File: src/rtl/vga_pkg.sv
// Shared VGA pipeline types: active area, widths and the timing bundle
// carried between draw stages.
package vga_pkg;

  localparam int H_ACTIVE = 1280;
  localparam int V_ACTIVE = 1024;
  localparam int COUNT_W  = 11;
  localparam int RGB_W    = 12;

  localparam logic [RGB_W-1:0] KEY_DEFAULT = 12'hF0F;

  typedef struct packed {
    logic [COUNT_W-1:0] vcount;
    logic               vsync;
    logic               vblnk;
    logic [COUNT_W-1:0] hcount;
    logic               hsync;
    logic               hblnk;
  } vga_tim_t;

  localparam int TIM_W = $bits(vga_tim_t);

endpackage

File: src/rtl/vga_delay.sv
// Width/depth parameterised shift register used to keep the timing
// bundle aligned with pixel data across draw stages.
module vga_delay #(
  parameter int WIDTH = 1,
  parameter int DEPTH = 1
) (
  input  logic             pclk_in,
  input  logic             rst_in,
  input  logic [WIDTH-1:0] din,
  output logic [WIDTH-1:0] dout
);

  logic [WIDTH-1:0] sr [DEPTH];

  always_ff @(posedge pclk_in or negedge rst_in) begin
    if (!rst_in) begin
      for (int i = 0; i < DEPTH; i++)
        sr[i] <= '0;
    end else begin
      sr[0] <= din;
      for (int i = 1; i < DEPTH; i++)
        sr[i] <= sr[i-1];
    end
  end

  assign dout = sr[DEPTH-1];

endmodule

File: src/rtl/draw_player.sv
// Player sprite overlay stage with colour-key transparency, 2-cycle latency.
// Optional DRAW_PLAYER_MIRROR_EN adds a frame-latched horizontal flip.
module draw_player
  import vga_pkg::*;
#(
  parameter int               SPR_W   = 48,
  parameter int               SPR_H   = 64,
  parameter int               ADDR_W  = 12,
  parameter logic [RGB_W-1:0] KEY_RGB = KEY_DEFAULT
) (
  input  logic               pclk_in,
  input  logic               rst_in,
  input  logic [COUNT_W-1:0] vcount_in,
  input  logic               vsync_in,
  input  logic               vblnk_in,
  input  logic [COUNT_W-1:0] hcount_in,
  input  logic               hsync_in,
  input  logic               hblnk_in,
  input  logic [RGB_W-1:0]   rgb_in,
  input  logic [COUNT_W-1:0] xpos,
  input  logic [COUNT_W-1:0] ypos,
  input  logic [RGB_W-1:0]   rgb_pixel,
`ifdef DRAW_PLAYER_MIRROR_EN
  input  logic               mirror,
`endif
  output logic [ADDR_W-1:0]  pixel_addr,
  output logic [COUNT_W-1:0] vcount_out,
  output logic               vsync_out,
  output logic               vblnk_out,
  output logic [COUNT_W-1:0] hcount_out,
  output logic               hsync_out,
  output logic               hblnk_out,
  output logic [RGB_W-1:0]   rgb_out
);

  localparam int S1_W = TIM_W + RGB_W + 1;

  vga_tim_t           tim_in;
  vga_tim_t           tim_d;
  vga_tim_t           tim_o;
  logic [RGB_W-1:0]   rgb_d;
  logic               hit_d;
  logic               hit_c;
  logic               vblnk_q;
  logic [COUNT_W-1:0] xpos_q;
  logic [COUNT_W-1:0] ypos_q;
  logic [11:0]        h12, v12, x12, y12;
  logic [11:0]        x_end, y_end;
  logic [11:0]        rel_x, rel_y, col;
  logic [ADDR_W-1:0]  addr_c;

  always_comb begin
    tim_in        = '0;
    tim_in.vcount = vcount_in;
    tim_in.vsync  = vsync_in;
    tim_in.vblnk  = vblnk_in;
    tim_in.hcount = hcount_in;
    tim_in.hsync  = hsync_in;
    tim_in.hblnk  = hblnk_in;
  end

  // Position only moves on the vblank rise so a frame never tears
  always_ff @(posedge pclk_in or negedge rst_in) begin
    if (!rst_in) begin
      vblnk_q <= 1'b0;
      xpos_q  <= '0;
      ypos_q  <= '0;
    end else begin
      vblnk_q <= vblnk_in;
      if (vblnk_in && !vblnk_q) begin
        xpos_q <= xpos;
        ypos_q <= ypos;
      end
    end
  end

`ifdef DRAW_PLAYER_MIRROR_EN
  logic mirror_q;

  always_ff @(posedge pclk_in or negedge rst_in) begin
    if (!rst_in)
      mirror_q <= 1'b0;
    else if (vblnk_in && !vblnk_q)
      mirror_q <= mirror;
  end

  assign col = mirror_q ? (12'(SPR_W - 1) - rel_x) : rel_x;
`else
  assign col = rel_x;
`endif

  assign h12   = {1'b0, hcount_in};
  assign v12   = {1'b0, vcount_in};
  assign x12   = {1'b0, xpos_q};
  assign y12   = {1'b0, ypos_q};
  assign x_end = x12 + 12'(SPR_W);
  assign y_end = y12 + 12'(SPR_H);
  assign rel_x = h12 - x12;
  assign rel_y = v12 - y12;

  assign hit_c = !vblnk_in && !hblnk_in &&
                 (h12 >= x12) && (h12 < x_end) &&
                 (v12 >= y12) && (v12 < y_end);

  assign addr_c = ADDR_W'(24'(rel_y) * 24'(SPR_W) + 24'(col));

  always_ff @(posedge pclk_in or negedge rst_in) begin
    if (!rst_in)
      pixel_addr <= '0;
    else if (hit_c)
      pixel_addr <= addr_c;
  end

  vga_delay #(
    .WIDTH (S1_W),
    .DEPTH (1)
  ) u_stage1 (
    .pclk_in (pclk_in),
    .rst_in  (rst_in),
    .din     ({tim_in, rgb_in, hit_c}),
    .dout    ({tim_d, rgb_d, hit_d})
  );

  vga_delay #(
    .WIDTH (TIM_W),
    .DEPTH (1)
  ) u_stage2 (
    .pclk_in (pclk_in),
    .rst_in  (rst_in),
    .din     (tim_d),
    .dout    (tim_o)
  );

  always_ff @(posedge pclk_in or negedge rst_in) begin
    if (!rst_in)
      rgb_out <= '0;
    else if (hit_d && (rgb_pixel != KEY_RGB))
      rgb_out <= rgb_pixel;
    else
      rgb_out <= rgb_d;
  end

  assign vcount_out = tim_o.vcount;
  assign vsync_out  = tim_o.vsync;
  assign vblnk_out  = tim_o.vblnk;
  assign hcount_out = tim_o.hcount;
  assign hsync_out  = tim_o.hsync;
  assign hblnk_out  = tim_o.hblnk;

endmodule

File: config.mk
export PLATFORM = sky130hd
export DESIGN_NAME = draw_player
export DESIGN_NICKNAME = d
export VERILOG_FILES = /design/src/rtl/vga_pkg.sv /design/src/rtl/vga_delay.sv /design/src/rtl/draw_player.sv
export SDC_FILE = /design/constraint.sdc
export NUM_CORES = 1
export LEC_CHECK = 0
export CORE_MARGIN = 3
export CORE_UTILIZATION = 54
export DETAILED_ROUTE_END_ITERATION = 7
export PLACE_DENSITY = 0.85
export SLEW_MARGIN = 0
export SYNTH_ARGS = -nofsm -noshare
export SYNTH_HDL_FRONTEND = slang
export SYNTH_SLANG_ARGS = --single-unit
File: constraint.sdc
create_clock -name pclk_in -period 9.6 [get_ports pclk_in]
set_input_delay 1.92 -clock pclk_in [delete_from_list [all_inputs] [get_ports pclk_in]]
set_output_delay 1.92 -clock pclk_in [all_outputs]
set_load 0.02 [all_outputs]
# Word-level counts from Yosys, hierarchy flattened
# Cells that the tools add are included.
# classes
n_mul,1
n_mux,1
add_sub_neg,5
reduce_logical,10
eq_ne,1
order_cmp,4
# ops
operator,count
$lt A11 B12 Y1,2
$sub A11 B11 Y12,2
$ge A11 B11 Y1,2
$add A11 B6 Y12 const B,1
$add A11 B7 Y12 const B,1
$add A12 B12 Y12,1
$mul A12 B2 Y8 const B,1
$mux W12,1
$ne A12 B12 Y1 const B,1
$logic_and A1 B1 Y1,7
$logic_not A1 Y1,3
# word_totals
regBits,112
wordCells,29
out_inout_bits,50
in_bits,74

# Depth between registers and ports, before layout
# Gate-level depths: netlist of run 1.
# logic_depth
word_depth,6
mapped_depth,19
depth_no_buf,19

# Cells and area by module
# From an unflattened synthesis of run 1, not the netlist that was laid out.
# hier_totals
cells_unflattened,447
hier_area_um2,5360.1
# by_module_without_submodules
module,instances,cells_each,seq_area_each_um2,area_each_um2
draw_player,1,382,1176.1,3733.6
vga_delay (u_stage1),1,39,975.9,975.9
vga_delay (u_stage2),1,26,650.6,650.6

# Worst setup path after synthesis of run 1
# Ideal clock, no wire load.
# synth_path
path_kind,in2reg
start,in vcount_in[0]
end,reg pixel_addr[10]
t_required_ns,9.480
setup_time_ns,0.120
path_stages,15
slack_ns,4.066
n_path_buf,0
t_arrival_ns,5.413
path_cell_list,inv_1 -> ha_1 -> fa_1 -> xnor2_1 -> inv_1 -> fa_1 -> xor2_1 -> fa_1 -> inv_1 -> ha_1 -> or3_1 -> o311a_1 -> o21ai_0 -> nand3_1 -> a31o_2
# synth_between
elab_chain_len,3
word_cells_on_any_way,7
cone_classes,add/sub: 2; mul: 1; order compare: 2; reduce/logical: 2
# synth_lines
item,line,source
"start, declared",draw_player.sv:13,"input logic [COUNT_W-1:0] vcount_in,"
$sub A11 B11 Y12 or $ge A11 B11 Y1 (tied branches),"draw_player.sv:99, draw_player.sv:103",
$mul A12 B2 Y8 or $logic_and A1 B1 Y1 (tied branches),"draw_player.sv:105, draw_player.sv:102",
$add A12 B12 Y12 or $logic_and A1 B1 Y1 (tied branches),"draw_player.sv:105, draw_player.sv:103",
"end signal, assigned",draw_player.sv:111,pixel_addr <= addr_c;
"end, declared",draw_player.sv:26,"output logic [ADDR_W-1:0] pixel_addr,"
# Several ways; a longest one is shown, not always the timed one.
# A chain may end at the register's enable or synchronous reset.

# Final worst setup path of run 1
# Same ends and word-level chain as after synthesis.

==> metrics, run 1 <==
status finished clean; Worst slew margin 45.9%; syn_nets roughly 590; critical path arrival 6.18 ns; Total GRT Usage 22.3%; Internal 990 uW; Ys Warns 0; Final min period 5.90 ns; Max IR drop VDD 0.171 mV; ys flop type dfrtp_1; total grt overflow 0; via count 3744; Cell Area, Placed 6720 um2; EDFF count, synth 0; Core Area ~9500 um2; Clk Tree Root Cell clkbuf_8; maximum clock rate 170 MHz; Buf/Inv on CP 4; largest net degree at the start of global routing 69; critical path data required time 9.88 ns; sequential power share 34.5%; DP Wirelength 9.10 mm; Setup Buffers After CTS 0; DR pass1 iterations 4; FP Rows 35; FF-to-FF path depth 14; worst hold path endpoint u_stage2.dout[12]; worst reg2reg startpoint ypos_q[0]; Synth top area share roughly half; clock power share 17.3%; Post-Syn Area 5360 um2; final wirelength 11.7 mm; Max FO, Critical Path 4; Worst Hold Launch u_stage1.dout[25]; CTS resizes 0; CTS buffer count 9; end of the worst register-to-register path pixel_addr[10]; Comb power frac 48.2%; Post-CTS Hold Fix Bufs 0; reg2reg setup slack 5.38 ns; first-pass GRT wire length just under 20 mm; worst slew pin tran 0.812 ns; I/O pins 124; worst hold path depth 0; Routed Antenna Nets 0; Buffers on Ports ~120; Finish-stage setup viols 0; Setup CP Type in -> reg; CTS Sinks 111; setup TNS 0 ns; unique cell type count in the Yosys netlist 47; CP Cell Sequence clkdlybuf4s50_1 -> inv_1 -> ha_1 -> fa_1 -> xnor2_1 -> inv_1 -> fa_1 -> xor2_1 -> fa_1 -> inv_1 -> ha_1 -> or3_1 -> o311a_1 -> o21ai_0 -> nand3_1 -> a31o_2; Die Y-Extent 106 um; register area share after synthesis 51.8%; final net count around 700; maxcap violations 0; Cell Pwr Density around 230 nW/um2; DR WL/cell 16.5 um; Crit path max-delay family adder cells; sw power 591 uW; crit start category primary input; Starting Density between 50% and 60%; Antenna diodes 0; drt drc 0; period utilization 61.4%; P_leak 3.16 nW; die area 11200 um2; antenna violations before repair 0; Mapped Cells 448; Hold Fails Final Rpt 0; H-tree levels 3; DR iter-0 viols 146; max-slew violations 0; RSZ-0062 raised after global routing no; placed cells a little under 700; Yosys top cell by area dfrtp_1; die width 106 um; number of vias per cell 5.27; dominant cells by area after synthesis dfrtp_1 52%, ha_1 12%, fa_1 4.9%; skew final ~0.017 ns; switching share of total power between 30 and 40%; CTS tree built; final cell count without fillers 711; clk_lat worst skew 0.39 ns; slowest library cell on the worst path fa_1; Clk pin slew, worst setup/hold paths 0.11 ns; cell area after layout 6920 um2; class of the worst hold path reg -> reg; layout cells sized above 1 between 7 and 8%; syn_area_per_cell 12.0 um2; Async S/R FF share, synth between 90% and 100%; clk buf depth 2; #FFs+latches synth 111; Area Overhead vs Synth 29.1%; crit path capture type flop; CP max stage delay 0.49 ns; number of global-route vias before repair 4074; gp weighted congestion 0.883
## synth_stat cells, types with 2 or more instances
master and instances:
ha_1 52, clkbuf_1 6, mux2_4 4, o21bai_1 2, nor2b_1 5, a31oi_1 2
nand2_1 32, xnor2_1 17, nand2b_1 3, inv_1 56, mux2i_1 2, o31a_1 2
nor2_1 12, fa_1 13, xor2_1 7, a21o_1 7, nand3_1 6, o21ai_0 33
a2111oi_0 2, dfrtp_1 111, a21oi_1 15, o31ai_1 3, nand4b_1 2, a211oi_1 3
o2111ai_1 3, o21a_1 9, nor3_1 5, mux2_2 15
## through the flow
stage               hold WS [ns]  worst slack [ns]  total power, mW  util (%)
floorplan                  0.331              4.07             1.08         -
global route               0.365              3.47             1.70      73.1
CTS                        0.358              3.71             1.59      73.1
global placement           0.332              3.43             1.28      71.0
finish                     0.357              3.70             1.58      73.1
detailed placement         0.335              3.32             1.30      71.0
## flip-flops by register name (all words and copies together) (netlist names)
| name | cells |
|---|---|
| u_stage1.dout | 39 |
| xpos_q | 11 |
| rgb_out | 12 |
| ypos_q | 11 |
| u_stage2.dout | 26 |
| pixel_addr | 12 |
## routing by layer
metal | vias to the layer above | track usage (%) | wire length (um)
met5 | - | 0 | 0
met3 | 29 | 3.80 | 622
met4 | 0 | 10.4 | 351
li1 | 1768 | - | -
met2 | 122 | 37.5 | 5850
met1 | 1825 | 28.4 | 4920
## placed cells by master, fill, tap and decap left out, types with 6 or more instances in the layout
master and n:
a21oi_1 15, xor2_1 7, nand3_1 6, clkbuf_8 9
mux2_2 15, nor2_1 12, a21o_1 7, xnor2_1 17
ha_1 52, fa_1 13, nand2_1 32, clkdlybuf4s50_1 122
o21a_1 9, dfrtp_1 111, o21ai_0 33, inv_1 56
## how the worst max path moves through the flow
| stage | depth (start not counted) | startpoint | endpoint | slack [ns] |
|---|---|---|---|---|
| 2_1_floorplan | 15 | vcount_in[0] | pixel_addr[10] | 4.07 |
| 3_3_place_gp | 16 | vcount_in[0] | pixel_addr[10] | 3.43 |
| 3_5_place_dp | 16 | vcount_in[0] | pixel_addr[10] | 3.32 |
| 4_1_cts | 16 | vcount_in[0] | pixel_addr[10] | 3.71 |
| 5_1_grt | 16 | vcount_in[0] | pixel_addr[10] | 3.47 |
| 6_report | 16 | vcount_in[0] | pixel_addr[10] | 3.70 |
## kinds of logic (layout without fill, tap and decap cells)
kind of cell,after synthesis,in the layout,synth area share (%)
AOI/OAI and AO/OA,88,88,10.4
xor gates and xnor gates,25,25,4.34
adders and majority gates,65,65,17.0
buffers and inverters,64,198,4.93
DFF,111,111,51.8
muxes,21,21,4.65
and+or+nand+nor,74,74,6.89
## power groups by stage
stage	sequential (mW)	combinational, mW	clock (mW)
6_report	0.546	0.761	0.273
5_1_grt	0.553	0.849	0.301
4_1_cts	0.547	0.762	0.281
3_5_place_dp	0.555	0.747	0
3_3_place_gp	0.553	0.723	0
2_1_floorplan	0.588	0.489	0
## layout make-up
| type | instances | area, um2 |
|---|---|---|
| multi-input cells | 273 | 2320 |
| clock buffers | 9 | 124 |
| fillers | 653 | 2540 |
| well taps | 129 | 161 |
| clock inverters | 7 | 72.6 |
| flip-flops and latches | 111 | 2780 |
| repair buffers | 126 | 1250 |
| inverters | 56 | 210 |
## worst register-to-register path, stage by stage, from the launching register on
cell     delay [ns]
dfrtp_1        0.40
ha_1           0.22
fa_1           0.44
xnor2_1        0.31
inv_1          0.10
fa_1           0.43
xor2_1         0.19
fa_1           0.49
inv_1          0.04
ha_1           0.20
or3_1          0.41
o311a_1        0.34
o21ai_0        0.21
nand3_1        0.11
a31o_2         0.24
No activity file was read; power rests on OpenSTA's default activity.
==> run 2: changes to the inputs <==
- CORE_UTILIZATION: 54 -> 50
- PLACE_DENSITY: 0.85 -> 0.8
- clock period: 9.6 -> 5.5 ns (I/O delays scaled with it)
==> run 2 against run 1 <==
  * Combinational power rose by 73%
  * First-iteration DRC count fell by 1.4%
  * Via count fell by 1.9%
  * Clock skew fell by 0.00083 ns
  * Cell area rose by 0.11%
  * Routed wire length fell by 2.7%
  * Global-route usage fell by 1.9 points
  * Largest cell class unchanged
  * Largest power group unchanged
==> metrics, run 2 (synthesis gave the netlist of run 1 again) <==
Setup CP Type in -> reg; Final min period 5.04 ns; number of global-route vias before repair 3861; setup TNS 0 ns; Max FO, Critical Path 4; hold slack 0.354 ns; Buf/Inv on CP 5; DR WL/cell 15.9 um; DR iter-0 viols 144; Place WS 0.0984 ns; Finish-stage setup viols 0; FF-to-FF path depth 15; Cell Pwr Density 395 nW/um2; total grt overflow 0; M1 WL about 4.9 mm; CTS buffer count 9; crit path capture type flop; Clk pin slew, worst setup/hold paths 0.10 ns; first-pass GRT wire length between 15 and 20 mm; P_leak 3.17 nW; clk buf depth 2; Cell Area, Placed 6740 um2; number of vias per cell 5.11; CP max stage delay roughly 0.50 ns; crit start category primary input; Core Area 10400 um2; drt drc 0; via count 3672; leading cell types in the layout, fill and taps excluded 122 x clkdlybuf4s50_1, 111 x dfrtp_1, 56 x inv_1; Total GRT Usage roughly 20%; most common cell after layout, fill and taps aside clkdlybuf4s50_1; final wirelength 11.4 mm; status finished clean; fillers approximately 830; FP Rows 37; antenna violations before repair 0; slowest library cell on the worst path fa_1; DP Wirelength 8.86 mm; CTS tree built; largest net degree at the start of global routing just under 70; Crit path max-delay family adder cells; maxcap violations 0; Starting Density roughly half; RSZ-0062 raised after global routing no; skew final 0.0157 ns; critical path data required time 5.77 ns; DR pass1 iterations 4; gp weighted congestion 0.863; Setup Buffers After CTS 0; Clk Tree Root Cell clkbuf_8; critical path arrival ~5.3 ns; die area 12000 um2; max FFs per register 39; slack of the critical path 0.459 ns; period utilization 91.7%; final net count 717; Worst slew margin 45.5%; Max IR drop VDD approximately 0.33 mV; CP Cell Sequence clkdlybuf4s50_1 -> inv_1 -> ha_1 -> fa_1 -> inv_1 -> ha_1 -> inv_1 -> fa_1 -> xor2_1 -> fa_1 -> inv_1 -> ha_1 -> or3_1 -> o311a_1 -> o21ai_0 -> nand3_1 -> a31o_2; Post-CTS Hold Fix Bufs 0; Worst path depth 17; Die Y-Extent approximately 110 um; CTS resizes 0; H-tree levels 3; Routed Antenna Nets 0; Antenna diodes 0; Met2 Wirelength 5.61 mm; Area Overhead vs Synth 29.2%; maximum clock rate 198 MHz; I/O pins 124; Top Layer Used met4; worst hold path depth 0; Buffers on Ports 123; layout cells sized above 1 7.72%; Hold Fails Final Rpt 0; post-layout util around 67%; cell area after layout around 7000 um2; metal3 WL 729 um; worst slew pin tran 0.818 ns; die width 110 um; most frequent CP cell inv_1; class of the worst hold path reg -> reg; max-slew violations 0; clk_lat worst skew 0.37 ns; CTS Sinks 111
run 2: cell count changes in the layout (fill, tap and decap cells not counted), sizes merged:
cell,change
buf,+1
run 2: metal layers:
| layer | vias to the layer above | GRT usage [%] |
|---|---|---|
| met5 | - | 0 |
| met4 | 0 | 7.39 |
| met3 | 12 | 4.82 |
| met2 | 95 | 34.4 |
| met1 | 1791 | 25.8 |
| li1 | 1774 | - |
run 2: final timing paths:
path | end | from | slack, ns
min in group asynchronous | u_stage1.dout[27] | rst_in | 0.82
max | pixel_addr[10] | vcount_in[0] | 0.46
min reg2reg | u_stage2.dout[24] | u_stage1.dout[37] | 0.35
max reg2reg | pixel_addr[10] | ypos_q[0] | 1.31
min | u_stage2.dout[24] | u_stage1.dout[37] | 0.35
max in group asynchronous | xpos_q[6] | rst_in | 3.63
run 2: area by class of cell:
cell class / instances / area, um2 / share of cell area [%]
timing repair buffer: 127 / 1260 / 18.2
sequential: 111 / 2780 / 40.1
multi-input combinational: 273 / 2320 / 33.5
tap: 136 / 170 / 2.46
inverter: 56 / 210 / 3.04
clock buffer: 9 / 124 / 1.79
clock inverter: 7 / 63.8 / 0.922
run 2: stage by stage:
| stage | instances | power, mW |
|---|---|---|
| finish | 719 | 2.73 |
| global route | 719 | 2.96 |
| CTS | 719 | 2.76 |
| detailed placement | 703 | 2.27 |
| global placement | 703 | 2.23 |
| floorplan | 448 | 1.88 |
run 2: report_power, final:
| part | internal (mW) | switching [mW] | total [mW] |
|---|---|---|---|
| Combinational | 0.645 | 0.673 | 1.32 |
| Sequential | 0.904 | 0.0477 | 0.951 |
| Clock | 0.174 | 0.288 | 0.462 |
run 2: worst register-to-register path: stages, from the launching register on:
cell     delay (ns)
dfrtp_1        0.40
ha_1           0.21
fa_1           0.50
inv_1          0.12
ha_1           0.18
inv_1          0.06
fa_1           0.40
xor2_1         0.17
fa_1           0.49
inv_1          0.04
ha_1           0.20
or3_1          0.41
o311a_1        0.34
o21ai_0        0.22
nand3_1        0.11
a31o_2         0.25
